## src/rtl/uart_fifo.sv

```systemverilog
`default_nettype none
// ============================================================================
// Module   : uart_fifo
// Purpose  : Parametrised UART with TX/RX FIFOs and per-byte parity/framing flags.
// Revision : 1.0
// ============================================================================

module uart_fifo_buf #(
  parameter int WIDTH = 8,
  parameter int DEPTH = 4
) (
  input  logic             clk_i,
  input  logic             rst_i,
  input  logic             push_i,
  input  logic [WIDTH-1:0] wdata_i,
  input  logic             pop_i,
  output logic [WIDTH-1:0] rdata_o,
  output logic             empty_o,
  output logic             full_o
);
  localparam int AW = $clog2(DEPTH);

  logic [WIDTH-1:0] mem_q [DEPTH];
  logic [AW-1:0]    wr_ptr_q, rd_ptr_q;
  logic [AW:0]      count_q;
  logic             push_ok, pop_ok;

  assign empty_o = (count_q == '0);
  assign full_o  = (count_q == (AW+1)'(DEPTH));
  assign push_ok = push_i && !full_o;
  assign pop_ok  = pop_i && !empty_o;
  assign rdata_o = mem_q[rd_ptr_q];

  always_ff @(posedge clk_i) begin
    if (rst_i) begin
      wr_ptr_q <= '0;
      rd_ptr_q <= '0;
      count_q  <= '0;
    end else begin
      if (push_ok) wr_ptr_q <= wr_ptr_q + 1'b1;
      if (pop_ok)  rd_ptr_q <= rd_ptr_q + 1'b1;
      if (push_ok && !pop_ok)      count_q <= count_q + 1'b1;
      else if (pop_ok && !push_ok) count_q <= count_q - 1'b1;
    end
  end

  always_ff @(posedge clk_i) begin
    if (push_ok) mem_q[wr_ptr_q] <= wdata_i;
  end
endmodule

module uart_fifo #(
  parameter int DATA_BITS = 8,
  parameter int PARITY    = 0,
  parameter int STOP_BITS = 1,
  parameter int TX_DEPTH  = 4,
  parameter int RX_DEPTH  = 4
) (
  input  logic                 CLK_40,
  input  logic                 reset,
  input  logic [15:0]          baud_rate,
  output logic                 tx,
  input  logic [DATA_BITS-1:0] tx_data,
  input  logic                 tx_data_strobe,
  output logic                 tx_full,
  output logic                 tx_busy,
  input  logic                 rx,
  output logic [DATA_BITS-1:0] rx_data,
  output logic                 rx_perr,
  output logic                 rx_ferr,
  output logic                 rx_valid,
  input  logic                 rx_read,
  output logic                 rx_overrun
);
  localparam int   BW      = $clog2(DATA_BITS);
  localparam logic HAS_PAR = (PARITY != 0);

  typedef enum logic [2:0] {
    S_IDLE   = 3'd0,
    S_START  = 3'd1,
    S_DATA   = 3'd2,
    S_PARITY = 3'd3,
    S_STOP   = 3'd4
  } state_e;

  function automatic logic par_bit(input logic [DATA_BITS-1:0] d);
    return (PARITY == 1) ? ~^d : ^d;
  endfunction

  // ---------------- TX ----------------
  state_e               tx_state_q, tx_state_d;
  logic [15:0]          tx_baud_q, tx_baud_d, tx_cnt_q, tx_cnt_d;
  logic [BW-1:0]        tx_bit_q, tx_bit_d;
  logic                 tx_stop_q, tx_stop_d;
  logic [DATA_BITS-1:0] tx_shift_q, tx_shift_d;
  logic                 tx_par_q, tx_par_d;
  logic                 tx_q, tx_d;
  logic                 txf_pop, txf_empty, txf_full, tx_load, tx_bit_end;
  logic [DATA_BITS-1:0] txf_rdata;

  uart_fifo_buf #(.WIDTH(DATA_BITS), .DEPTH(TX_DEPTH)) u_tx_fifo (
    .clk_i(CLK_40), .rst_i(reset), .push_i(tx_data_strobe), .wdata_i(tx_data),
    .pop_i(txf_pop), .rdata_o(txf_rdata), .empty_o(txf_empty), .full_o(txf_full)
  );

  assign tx_bit_end = (tx_cnt_q == tx_baud_q - 16'd1);

  // tx_d is the line level for the current state; registering it gives the
  // one-cycle lag between the FIFO pop and the start bit on the pin.
  always_comb begin
    tx_state_d = tx_state_q;
    tx_baud_d  = tx_baud_q;
    tx_cnt_d   = tx_cnt_q + 16'd1;
    tx_bit_d   = tx_bit_q;
    tx_stop_d  = tx_stop_q;
    tx_shift_d = tx_shift_q;
    tx_par_d   = tx_par_q;
    tx_d       = 1'b1;
    tx_load    = 1'b0;
    txf_pop    = 1'b0;
    case (tx_state_q)
      S_IDLE: begin
        tx_cnt_d = '0;
        tx_load  = !txf_empty;
      end
      S_START: begin
        tx_d = 1'b0;
        if (tx_bit_end) begin
          tx_cnt_d   = '0;
          tx_bit_d   = '0;
          tx_state_d = S_DATA;
        end
      end
      S_DATA: begin
        tx_d = tx_shift_q[0];
        if (tx_bit_end) begin
          tx_cnt_d   = '0;
          tx_shift_d = tx_shift_q >> 1;
          tx_bit_d   = tx_bit_q + 1'b1;
          tx_stop_d  = 1'b0;
          if (tx_bit_q == BW'(DATA_BITS-1)) tx_state_d = HAS_PAR ? S_PARITY : S_STOP;
        end
      end
      S_PARITY: begin
        tx_d = tx_par_q;
        if (tx_bit_end) begin
          tx_cnt_d   = '0;
          tx_state_d = S_STOP;
        end
      end
      S_STOP: begin
        if (tx_bit_end) begin
          tx_cnt_d = '0;
          if (STOP_BITS == 2 && !tx_stop_q) begin
            tx_stop_d = 1'b1;
          end else begin
            tx_state_d = S_IDLE;
            tx_load    = !txf_empty;
          end
        end
      end
      default: tx_state_d = S_IDLE;
    endcase
    if (tx_load) begin
      txf_pop    = 1'b1;
      tx_baud_d  = baud_rate;
      tx_shift_d = txf_rdata;
      tx_par_d   = par_bit(txf_rdata);
      tx_cnt_d   = '0;
      tx_state_d = S_START;
    end
  end

  always_ff @(posedge CLK_40) begin
    if (reset) begin
      tx_state_q <= S_IDLE;
      tx_baud_q  <= '0;
      tx_cnt_q   <= '0;
      tx_bit_q   <= '0;
      tx_stop_q  <= 1'b0;
      tx_shift_q <= '0;
      tx_par_q   <= 1'b0;
      tx_q       <= 1'b1;
    end else begin
      tx_state_q <= tx_state_d;
      tx_baud_q  <= tx_baud_d;
      tx_cnt_q   <= tx_cnt_d;
      tx_bit_q   <= tx_bit_d;
      tx_stop_q  <= tx_stop_d;
      tx_shift_q <= tx_shift_d;
      tx_par_q   <= tx_par_d;
      tx_q       <= tx_d;
    end
  end

  assign tx      = tx_q;
  assign tx_full = txf_full;
  assign tx_busy = (tx_state_q != S_IDLE) || !txf_empty;

  // ---------------- RX ----------------
  state_e               rx_state_q, rx_state_d;
  logic                 rx_s1_q, rx_s2_q, rx_prev_q;
  logic [15:0]          rx_baud_q, rx_baud_d, rx_cnt_q, rx_cnt_d;
  logic [BW-1:0]        rx_bit_q, rx_bit_d;
  logic [DATA_BITS-1:0] rx_shift_q, rx_shift_d;
  logic                 rx_perr_q, rx_perr_d;
  logic                 rx_ovr_q;
  logic                 rxf_push, rxf_full, rxf_empty, rx_bit_end, rx_half_end;
  logic [DATA_BITS+1:0] rxf_wdata, rxf_rdata;

  uart_fifo_buf #(.WIDTH(DATA_BITS+2), .DEPTH(RX_DEPTH)) u_rx_fifo (
    .clk_i(CLK_40), .rst_i(reset), .push_i(rxf_push), .wdata_i(rxf_wdata),
    .pop_i(rx_read), .rdata_o(rxf_rdata), .empty_o(rxf_empty), .full_o(rxf_full)
  );

  assign rx_bit_end  = (rx_cnt_q == rx_baud_q - 16'd1);
  assign rx_half_end = (rx_cnt_q == (rx_baud_q >> 1) - 16'd1);

  always_comb begin
    rx_state_d = rx_state_q;
    rx_baud_d  = rx_baud_q;
    rx_cnt_d   = rx_cnt_q + 16'd1;
    rx_bit_d   = rx_bit_q;
    rx_shift_d = rx_shift_q;
    rx_perr_d  = rx_perr_q;
    rxf_push   = 1'b0;
    rxf_wdata  = {1'b0, rx_perr_q, rx_shift_q};
    case (rx_state_q)
      S_IDLE: begin
        rx_cnt_d = '0;
        if (rx_prev_q && !rx_s2_q) begin
          rx_baud_d  = baud_rate;
          rx_state_d = S_START;
        end
      end
      S_START: begin
        if (rx_half_end) begin
          rx_cnt_d = '0;
          if (rx_s2_q) begin
            rx_state_d = S_IDLE;
          end else begin
            rx_state_d = S_DATA;
            rx_bit_d   = '0;
            rx_perr_d  = 1'b0;
          end
        end
      end
      S_DATA: begin
        if (rx_bit_end) begin
          rx_cnt_d   = '0;
          rx_shift_d = {rx_s2_q, rx_shift_q[DATA_BITS-1:1]};
          rx_bit_d   = rx_bit_q + 1'b1;
          if (rx_bit_q == BW'(DATA_BITS-1)) rx_state_d = HAS_PAR ? S_PARITY : S_STOP;
        end
      end
      S_PARITY: begin
        if (rx_bit_end) begin
          rx_cnt_d   = '0;
          rx_perr_d  = (rx_s2_q != par_bit(rx_shift_q));
          rx_state_d = S_STOP;
        end
      end
      S_STOP: begin
        if (rx_bit_end) begin
          rxf_push   = 1'b1;
          rxf_wdata  = {!rx_s2_q, rx_perr_q, rx_shift_q};
          rx_state_d = S_IDLE;
        end
      end
      default: rx_state_d = S_IDLE;
    endcase
  end

  always_ff @(posedge CLK_40) begin
    if (reset) begin
      rx_s1_q    <= 1'b1;
      rx_s2_q    <= 1'b1;
      rx_prev_q  <= 1'b1;
      rx_state_q <= S_IDLE;
      rx_baud_q  <= '0;
      rx_cnt_q   <= '0;
      rx_bit_q   <= '0;
      rx_shift_q <= '0;
      rx_perr_q  <= 1'b0;
      rx_ovr_q   <= 1'b0;
    end else begin
      rx_s1_q    <= rx;
      rx_s2_q    <= rx_s1_q;
      rx_prev_q  <= rx_s2_q;
      rx_state_q <= rx_state_d;
      rx_baud_q  <= rx_baud_d;
      rx_cnt_q   <= rx_cnt_d;
      rx_bit_q   <= rx_bit_d;
      rx_shift_q <= rx_shift_d;
      rx_perr_q  <= rx_perr_d;
      rx_ovr_q   <= rxf_push && rxf_full;
    end
  end

  // Head fields are masked while empty so stale storage never shows.
  assign rx_valid   = !rxf_empty;
  assign rx_data    = rx_valid ? rxf_rdata[DATA_BITS-1:0] : '0;
  assign rx_perr    = rx_valid && rxf_rdata[DATA_BITS];
  assign rx_ferr    = rx_valid && rxf_rdata[DATA_BITS+1];
  assign rx_overrun = rx_ovr_q;
endmodule

`default_nettype wire

```

## config.mk

```make
export PLATFORM = sky130hd
export DESIGN_NAME = uart_fifo
export DESIGN_NICKNAME = d
export VERILOG_FILES = /design/src/rtl/uart_fifo.sv
export SDC_FILE = /design/constraint.sdc
export NUM_CORES = 1
export LEC_CHECK = 0
export CORE_MARGIN = 4
export CORE_UTILIZATION = 25
export DETAILED_ROUTE_END_ITERATION = 8
export SLEW_MARGIN = 20
export SYNTH_ARGS = -nofsm -noshare
export SYNTH_HDL_FRONTEND = slang
export SYNTH_HIERARCHICAL = 1
export SYNTH_SLANG_ARGS = --single-unit
```

## constraint.sdc

```tcl
create_clock -name CLK_40 -period 4.8 [get_ports CLK_40]
set_input_delay 0.48 -clock CLK_40 [delete_from_list [all_inputs] [get_ports CLK_40]]
set_output_delay 0.48 -clock CLK_40 [all_outputs]
set_load 0.01 [all_outputs]
```

# Word level (Yosys, flattened, before mapping)
# Memories as Yosys holds them, arrays and structs flattened. A register that Yosys moved wholly into a read port is not among the register bits.
# Cells that the tools add are included.
word_totals:
  reg_bits: 113
  ramBits: 72
  input_bits: 29
  out_inout_bits: 15
  wordCells: 178
  n_memories: 2
op_classes:
  add_sub_neg: 15
  n_eq_ne: 34
  muxes: 54
  bitwise_logic: 1
  n_reduce_logical: 48
mem_list:
  columns: ["name", "words", "width", "rd", "rd_ports_with_merged_regs", "write_ports", "line", "source"]
  rows:
  - ["u_rx_fifo.mem_q", 4, 10, 1, 1, 1, "23", "logic [WIDTH-1:0] mem_q [DEPTH];"]
  - ["u_tx_fifo.mem_q", 4, 8, 1, 1, 1, "23", null]
op_table:
  columns: ["op", "count"]
  rows:
  - ["2-to-1 mux 3 bit", 19]
  - ["equality test 16 bit", 3]
  - ["2-to-1 mux 16 bit", 3]
  - ["case mux 16 bit (3 select lines)", 1]
  - ["adder 16 x 1 -> 16 bit, second input constant", 2]
  - ["2-to-1 mux 8 bit", 4]
  - ["case mux 16 bit (2 select lines)", 1]
  - ["subtractor 16 x 1 -> 16 bit, second input constant", 2]
  - ["case mux 3 bit (5 select lines)", 2]
  - ["!= test 2 bit, second input constant", 13]
  - ["2-to-1 mux 10 bit", 2]
  - ["equality test 3 bit, second input constant", 6]
  - ["AND reduction 6 bit", 3]
  - ["XOR reduction 8 bit", 2]
  - ["subtractor 15 x 1 -> 16 bit, second input constant", 1]
  - ["!= test 3 bit, second input constant", 5]
  - ["nonzero test 2 bit", 7]
  - ["adder 3 x 1 -> 3 bit, second input constant", 4]
  - ["equality test 3 x 2 -> 1 bit, second input constant", 4]
  - ["logical AND 1 bit", 12]
  - ["logical NOT 3 bit", 4]
  - ["2-to-1 mux 1 bit", 12]
  - ["case mux 3 bit (2 select lines)", 2]
  - ["2-to-1 mux 2 bit", 5]
  - ["15 further kinds", 33]

# Depth between registers and ports, before layout
# Gate-level depths: netlist of run 1.
depth:
  ltp_word: 9
  depth_mapped: 18
  mapped_depth_nobuf: 17

# Cells and area by module
# Netlist of run 1, hierarchy kept.
by_module_without_submodules:
  columns: ["module", "instances", "cells_each", "area_per_inst_um2", "seq_area_each_um2"]
  rows:
  - ["uart_fifo", 1, 776, 6164.7, 1981.9]
  - ["uart_fifo_buf at u_rx_fifo", 1, 100, 1909.3, 1381.3]
  - ["uart_fifo_buf at u_tx_fifo", 1, 90, 1620.3, 1141.1]

# Worst setup path after synthesis of run 1
# No wires, ideal clock.
synth_path:
  path_kind: "register to register"
  startpoint: "register rx_baud_q[2]"
  endpoint: "register u_rx_fifo.count_q[2]"
  setup_ps: 70
  arrival_time_ps: 3975
  required_time_ps: 4730
  slack_ps: 755
  path_stages_with_launch: 19
  path_buffers: 1
  synth_period_minus_slack_ps: 4045
  path_cell_list: "dfxtp_1 clkbuf_1 inv_1 ha_1 or3b_1 or3_1 a21boi_1 o2111ai_1 a2111oi_4 nand2_4 nor2_1 inv_1 nor2_2 ha_1 inv_1 fa_1 xor2_1 or3_1 a21oi_1"
synth_via:
  elab_chain_cells: 8
  word_cells_on_any_way: 10
  cone_classes: "add/sub: 1; eq/ne: 1; mux: 3; reduce/logical: 5"
synth_rtl:
  columns: ["item", "line", "source"]
  rows:
  - ["from (decl)", "203", "logic [15:0] rx_baud_q, rx_baud_d, rx_cnt_q, rx_cnt_d;"]
  - ["from (signal assigned)", "291", "rx_baud_q <= rx_baud_d;"]
  - ["subtractor 16 x 1 -> 16 bit *", "216", "assign rx_bit_end = (rx_cnt_q == rx_baud_q - 16'd1);"]
  - ["equality test 16 bit *", "216", null]
  - ["2-to-1 mux 1 bit *", "264", "if (rx_bit_end) begin"]
  - ["2-to-1 mux 1 bit *", "228", "case (rx_state_q)"]
  - ["via rxf_push", "208", "logic rxf_push, rxf_full, rxf_empty, rx_bit_end, rx_half_end;"]
  - ["logical AND 1 bit *", "30", "assign push_ok = push_i && !full_o;"]
  - ["via u_rx_fifo.push_ok", "26", "logic push_ok, pop_ok;"]
  - ["logical NOT 1 bit", "43", "else if (pop_ok && !push_ok) count_q <= count_q - 1'b1;"]
  - ["logical AND 1 bit", "43", null]
  - ["nonzero test 2 bit (no source line)", null, null]
  - ["to (signal assigned)", "42", "if (push_ok && !pop_ok) count_q <= count_q + 1'b1;"]
  - ["to (signal assigned)", "43", null]
  - ["to (decl)", "25", "logic [AW:0] count_q;"]
# The timed path passes the listed nets; every way through them passes the cells marked *.
# A chain may end at the register's enable or synchronous reset.

# Worst setup path after layout of run 1
layout_path:
  startpoint: "register tx_baud_q[0]"
  endpoint: "register u_tx_fifo.count_q[2]"
layout_via:
  elab_chain_cells: 9
  word_cells_on_any_way: 11
  cone_classes: "add/sub: 1; eq/ne: 1; mux: 4; reduce/logical: 5"
layout_rtl:
  columns: ["item", "line", "source"]
  rows:
  - ["from (decl)", "92", "logic [15:0] tx_baud_q, tx_baud_d, tx_cnt_q, tx_cnt_d;"]
  - ["from (signal assigned)", "186", "tx_baud_q <= tx_baud_d;"]
  - ["subtractor 16 x 1 -> 16 bit *", "106", "assign tx_bit_end = (tx_cnt_q == tx_baud_q - 16'd1);"]
  - ["equality test 16 bit *", "106", null]
  - ["2-to-1 mux 1 bit *", "152", "if (tx_bit_end) begin"]
  - ["case mux 1 bit (2 select lines) *", "121", "case (tx_state_q)"]
  - ["via tx_load", "98", "logic txf_pop, txf_empty, txf_full, tx_load, tx_bit_end;"]
  - ["2-to-1 mux 1 bit *", "164", "if (tx_load) begin"]
  - ["logical AND 1 bit *", "31", "assign pop_ok = pop_i && !empty_o;"]
  - ["logical NOT 1 bit", "42", null]
  - ["logical AND 1 bit", "42", null]
  - ["2-to-1 mux 3 bit or nonzero test 2 bit (tied branches)", null, null]
  - ["to (signal assigned)", "42", null]
  - ["to (signal assigned)", "43", null]
  - ["to (decl)", "25", null]
# Marked as above.

==> results of run 1 <==
-- final cells by class --
type / instances / area [sq um]
clock buffer: 17 / 425
clock inverter: 15 / 208
fill: 3957 / 26800
inverter: 25 / 93.8
multi-input combinational: 689 / 4830
sequential: 189 / 4500
tap: 511 / 639
timing repair buffer: 50 / 480
-- state kept, by name, summed over array words and instances (netlist names), 8 cells and up, named ones only --
signal           flops
u_rx_fifo/mem_q     40
u_tx_fifo/mem_q     32
rx_baud_q           16
rx_cnt_q            16
tx_baud_q           16
tx_cnt_q            16
rx_shift_q           8
tx_shift_q           8
-- worst max-delay path: cells and delay by family (launching register included) --
kind | cells | cell delay (ns)
adders and majority gates | 3 | 0.90
muxes | 1 | 0.21
DFF | 1 | 0.36
xor gates and xnor gates | 1 | 0.16
AOI/OAI and AO/OA | 4 | 0.52
buffers and inverters | 3 | 0.27
and+or+nand+nor | 5 | 1.66
-- cells by family after synthesis --
kind of cell	count (synthesis)	share of synthesized area
and+or+nand+nor	355	0.195
DFF	189	0.465
AOI/OAI and AO/OA	173	0.118
xor gates and xnor gates	96	0.0867
buffers and inverters	88	0.0376
muxes	43	0.0678
adders and majority gates	22	0.0299
-- how the worst max path moves through the flow --
stage,slack (ns),start,end,cells past startpoint
CTS,0.64,rx_baud_q[2],u_rx_fifo/count_q[2],17
global placement,0.74,rx_baud_q[1],u_rx_fifo/count_q[2],17
detailed placement,0.68,rx_baud_q[2],u_rx_fifo/count_q[2],17
finish,0.64,tx_baud_q[0],u_tx_fifo/count_q[2],17
floorplan,0.75,rx_baud_q[2],u_rx_fifo/count_q[2],18
global route,0.29,rx_baud_q[2],u_rx_fifo/count_q[2],17
-- layout by cell type (no fill, tap or decap), types with 4 or more instances in the layout --
| cell type | instances |
|---|---|
| bufinv_16 | 4 |
| nand4_1 | 7 |
| nor2b_1 | 16 |
| nor2_1 | 71 |
| o21ai_0 | 31 |
| or3_1 | 14 |
| and2_1 | 12 |
| nor4_1 | 10 |
| o31ai_1 | 9 |
| and3_1 | 14 |
| inv_6 | 5 |
| clkdlybuf4s50_1 | 42 |
| edfxtp_1 | 72 |
| a21oi_1 | 61 |
| a211o_1 | 9 |
| nor3b_1 | 5 |
| dfxtp_1 | 117 |
| a31oi_1 | 15 |
| nor3_1 | 36 |
| mux2i_1 | 24 |
| inv_1 | 25 |
| or2_2 | 6 |
| mux4_2 | 18 |
| xor2_1 | 37 |
| o21a_1 | 4 |
| ha_1 | 20 |
| nand2b_1 | 8 |
| buf_4 | 8 |
| a211oi_1 | 8 |
| nand3_1 | 52 |
| nand2_1 | 67 |
| nand3b_1 | 4 |
| xnor2_1 | 59 |
| clkbuf_16 | 17 |
-- stage by stage --
| step | power (mW) | worst slack, ns | util | instances |
|---|---|---|---|---|
| after detailed placement | 3.46 | 0.676 | 0.278 | 1464 |
| after global routing | 5.25 | 0.293 | 0.295 | 1496 |
| after global placement | 3.44 | 0.737 | 0.278 | 1464 |
| after floorplan | 3.08 | 0.755 | - | 966 |
| after CTS | 5.00 | 0.645 | 0.295 | 1496 |
| final | 4.95 | 0.641 | 0.295 | 1496 |
-- routing by layer --
metal,vias to the layer above,track usage
li1,3492,-
met1,3451,0.146
met2,150,0.161
met3,20,0.0230
met4,0,0.0254
met5,-,0
-- power by group through the flow --
| stage | clock network [mW] | registers, mW | logic [mW] |
|---|---|---|---|
| finish | 1.52 | 1.99 | 1.43 |
| global route | 1.64 | 2.02 | 1.59 |
| CTS | 1.57 | 2.00 | 1.44 |
| detailed placement | 0 | 2.03 | 1.43 |
| global placement | 0 | 2.03 | 1.42 |
| floorplan | 0 | 1.93 | 1.14 |
==> metrics.yaml, run 1 <==
outcome:
  run_status: "complete, no violations"
power:
  ir_worst_vdd_mv: 0.296
  clockPowerShare: 0.307
  p_leak_nw: 3.76
  power.internal_mw: 3.35
  netSwitchingPower_mw: 1.60
  power_frac_comb: 0.290
  cellPowerDensity_nw_per_um2: 443
  swShare: 0.324
  seqPwrFrac: 0.403
synth:
  synth_cell_types: 78
  netlist_top_cells_area: "dfxtp_1, edfxtp_1, xnor2_1, mux4_2, xor2_1"
  post-synth-top-count-cell: "dfxtp_1"
  ys_seq_elements: 189
  syn_inst: 966
  yosysTopAreaCell: "dfxtp_1"
  synth.avg_cell_area_sq_um: 10.0
  yosys_warnings: 6
  synth.top_cell.area_share: 0.242
  async_flop_share: 0
  synth_nets: 1017
  syn-cell-area_sq_um: 9690
  synth_commonest_cells: "dfxtp_1, edfxtp_1, nor2_1"
  ys.flop_type: "dfxtp_1"
  seq_area_frac_synth: 0.465
  synth-edff-count: 72
die:
  dieWidth_microns: 205
  design.core.area_sq_um: 37900
  io_pins: 44
  die-area_sq_um: 42000
  start_util: 0.256
  rows: 71
  die_h_microns: 205
cts:
  path_clk_slew_ns: 0.07
  cts_root_buf: "clkbuf_16"
  clockBufferDepth: 2
  ctsHoldBuffers: 0
  cts-resized-gates: 0
  htree_levels: 4
  clock-sinks: 189
  cts_tree: "done"
  numCtsBuffers: 17
  insertion_delay_ns: 0.44
  cts_setup_buffers: 0
sta:
  fin_crit_sh: 0.866
  skew_ns: 0.00960
  rsz0062_at_grt: "false"
  slew_headroom: 0.469
  fmax_mhz: 240
  finalSetupTns_ns: 0
  whs_ns: 0.412
  hold_viol: 0
  tightest_slew_ns: 0.797
  setup_viol: 0
  report.final.slew_viol_count: 0
  period_needed_ns: 4.16
hold_path:
  whs_endpoint: "rx_s2_q"
  whs_path_depth: 1
  min_path_type: "reg2reg"
  hold_start: "rx_s1_q"
route:
  wl_per_cell_microns: 14.3
  postRouteAntennaNets: 0
  wl_met2_microns: 9720
  highest_layer: "met4"
  drtPass1Iterations: 5
  first_iter_violations: 475
  vias: 7113
  wl_met3_microns: 1010
  wirelength_microns: 21500
  viasPerCell: 4.75
  drc: 0
  wl_met1_microns: 10500
critical_path:
  worstPathMaxFanout: 8
  worstSetupEndpointType: "flop"
  cp-start-kind: "flop"
  reg2reg_depth: 17
  cp_common_cell: "inv_1"
  rr_startpoint: "tx_baud_q[0]"
  timing.rr.end: "u_tx_fifo/count_q[2]"
  crit_path_cell_trace: "inv_1 > ha_1 > or4b_2 > nor2_1 > mux2i_1 > o311ai_0 > nand3_1 > o21ai_4 > nand2_1 > inv_1 > o31ai_2 > ha_1 > inv_1 > fa_1 > xor2_1 > or3_1 > a21oi_1"
  slowest_stage: "or4b_2"
  worstSetupPathType: "reg2reg"
  rrSetupSlack_ns: 0.64
  crit_path_max_incr_delay_ns: 0.66
  arrival_ns: 4.52
  crit_required_ns: 5.16
global_routing:
  overflow: 0
  grt_pass1_wl_microns: 35100
  grt_start_max_net_pins: 53
  grt_use_total: 0.103
  antenna_found_initial: 0
  grt_pass1_vias: 6668
place:
  hpwlAfterDp_microns: 15400
  place.gp.congestion: 0.870
  io_buffers: 43
  place_area_sq_um: 10500
finish:
  drive_gt1_frac: 0.0893
  area_growth_pct: 15.3
  n_antenna_cell: 0
  finalInstanceArea_sq_um: 11200
  nNetsFinal: 1023
run:
  max_cap_violations: 0
Note: power is estimated with default switching activity, not from simulation.
==> run 2: changes to the inputs <==
- ABC_CLOCK_PERIOD_IN_PS: not set -> 4800
==> results of run 2 <==
No change in the layout: final DEF, timing and power equal those of run 1.
==> run 3: changes to the inputs <==
- RECOVER_POWER: not set -> 100
==> metrics.yaml, run 3 (same netlist as run 1, synthesis figures left out) <==
outcome:
  run_status: "complete, but fails checks"
  failed_checks: "max-capacitance violations, max-slew violations"
sta:
  fin_crit_sh: 0.887  # +0.0205
  report.final.slew_viol_count: 100  # +100
  period_needed_ns: 4.26  # +0.0984 ns
  hold_viol: 0  # unchanged
  finalSetupTns_ns: 0  # unchanged
  slew_headroom: -0.658  # -1.13
  fmax_mhz: 235  # -2.3%
  tightest_slew_ns: 2.49  # +1.69 ns
  skew_ns: 0.00957  # -0.0000309 ns
  setup_viol: 0  # unchanged
  rsz0062_at_grt: "false"
  worst_slack_ns: 0.543  # -0.0984 ns
cts:
  cts_tree: "done"
  cts_root_buf: "clkbuf_16"
  clockBufferDepth: 2  # unchanged
  cts-resized-gates: 0  # unchanged
  path_clk_slew_ns: 0.07  # about the same
  cts_setup_buffers: 0  # unchanged
  clock-sinks: 189  # unchanged
  numCtsBuffers: 17  # unchanged
  htree_levels: 4  # unchanged
  insertion_delay_ns: 0.44  # about the same
  ctsHoldBuffers: 0  # unchanged
critical_path:
  worstPathMaxFanout: 8  # unchanged
  arrival_ns: 4.59  # +0.07 ns
  cp-start-kind: "flop"
  worstSetupEndpointType: "flop"
  crit_required_ns: 5.14  # -0.02 ns
  worstSetupPathType: "reg2reg"
global_routing:
  overflow: 0  # unchanged
  grt_pass1_wl_microns: 35100  # unchanged
  grt_pass1_vias: 6668  # unchanged
  grt_start_max_net_pins: 53  # unchanged
  antenna_found_initial: 0  # unchanged
  grt_use_total: 0.103  # unchanged
route:
  drc: 0  # unchanged
  wl_per_cell_microns: 14.3  # about the same
  postRouteAntennaNets: 0  # unchanged
  vias: 7052  # -0.86%
  viasPerCell: 4.71  # -0.86%
  first_iter_violations: 451  # -5.1%
  wirelength_microns: 21400  # about the same
  drtPass1Iterations: 5  # unchanged
finish:
  final_common_cell: "dfxtp_1"
  ff_latch_area_sq_um: 4500  # unchanged
  drive_gt1_frac: 0.0792  # -0.0102
  regMostFlops: "u_rx_fifo/mem_q"
  finalInstanceArea_sq_um: 11100  # -0.55%
  reg_top3: "u_rx_fifo/mem_q x40, u_tx_fifo/mem_q x32"
  final_cell_mix: "dfxtp_1, nor2_1, edfxtp_1, nand2_1, a21oi_1"
  nNetsFinal: 1023  # unchanged
  area_growth_pct: 14.7
  n_antenna_cell: 0  # unchanged
  largest_register_ff_count: 40  # unchanged
  multi_input_comb_area_sq_um: 4780  # -1.0%
  nFillCells: 3967  # +0.25%
die:
  start_util: 0.256  # unchanged
  die-area_sq_um: 42000  # unchanged
  die_h_microns: 205  # unchanged
  io_pins: 44  # unchanged
  design.core.area_sq_um: 37900  # unchanged
  rows: 71  # unchanged
  dieWidth_microns: 205  # unchanged
power:
  ir_worst_vdd_mv: 0.292  # -1.4%
  p_leak_nw: 3.76  # +0.20%
  cellPowerDensity_nw_per_um2: 442  # -0.21%
  total_power_mw: 4.91  # -0.75%
place:
  place_area_sq_um: 10500  # unchanged
  io_buffers: 43  # unchanged
  hpwlAfterDp_microns: 15400  # unchanged
  pre_cts_slack_ns: 0.676  # unchanged
  place.gp.congestion: 0.870  # unchanged
hold_path:
  min_path_type: "reg2reg"
run:
  max_cap_violations: 2  # +2
## run 3: per-layer routing
| metal | up-vias | track usage | part of all wire |
|---|---|---|---|
| li1 | 3489 | - | - |
| met5 | - | 0 | 0 |
| met4 | 0 | 0.0254 | 0.010 |
| met3 | 15 | 0.0230 | 0.044 |
| met2 | 125 | 0.161 | 0.45 |
| met1 | 3423 | 0.146 | 0.49 |
## run 3: cell type report
type | instances | area share
Multi-Input combinational cell | 689 | 0.430
Sequential cell | 189 | 0.405
Tap cell | 511 | 0.0575
Timing Repair Buffer | 50 | 0.0422
Clock buffer | 17 | 0.0383
Clock inverter | 15 | 0.0187
Inverter | 25 | 0.00844
## run 3: power by group
| group | internal (mW) | leakage [nW] | switching [mW] |
|---|---|---|---|
| Combinational | 0.638 | 1.85 | 0.761 |
| Clock | 0.881 | 0.301 | 0.642 |
| Sequential | 1.81 | 1.61 | 0.186 |
| Total | 3.33 | 3.76 | 1.59 |
## run 3: worst max-delay path, stage by stage, from the launching register on
cell	delay [ns]
dfxtp_1	0.38
inv_1	0.11
ha_1	0.27
nor3b_1	0.46
and3_1	0.24
and4b_1	0.19
o2111ai_1	0.18
a2111oi_4	0.40
nand2_4	0.12
nor2_1	0.16
inv_1	0.08
nor2_1	0.29
ha_1	0.24
inv_1	0.06
fa_1	0.37
xor2_1	0.16
or3_1	0.30
a21oi_1	0.15
## run 3: path summary, 6_finish.rpt
path	endpoint	from	slack, ns	depth (start not counted)
worst min-delay path	rx_s2_q	rx_s1_q	0.41	1
worst min register to register	rx_s2_q	rx_s1_q	0.41	1
worst max register to register	u_rx_fifo/count_q[2]	rx_baud_q[2]	0.54	17
worst max-delay path	u_rx_fifo/count_q[2]	rx_baud_q[2]	0.54	17
## run 3: through the flow
step	util	cells	hold slack, ns
after detailed placement	0.278	1464	0.402
after floorplan	-	966	0.389
after CTS	0.295	1496	0.416
final	0.293	1496	0.410
after global routing	0.293	1496	0.417
after global placement	0.278	1464	0.400
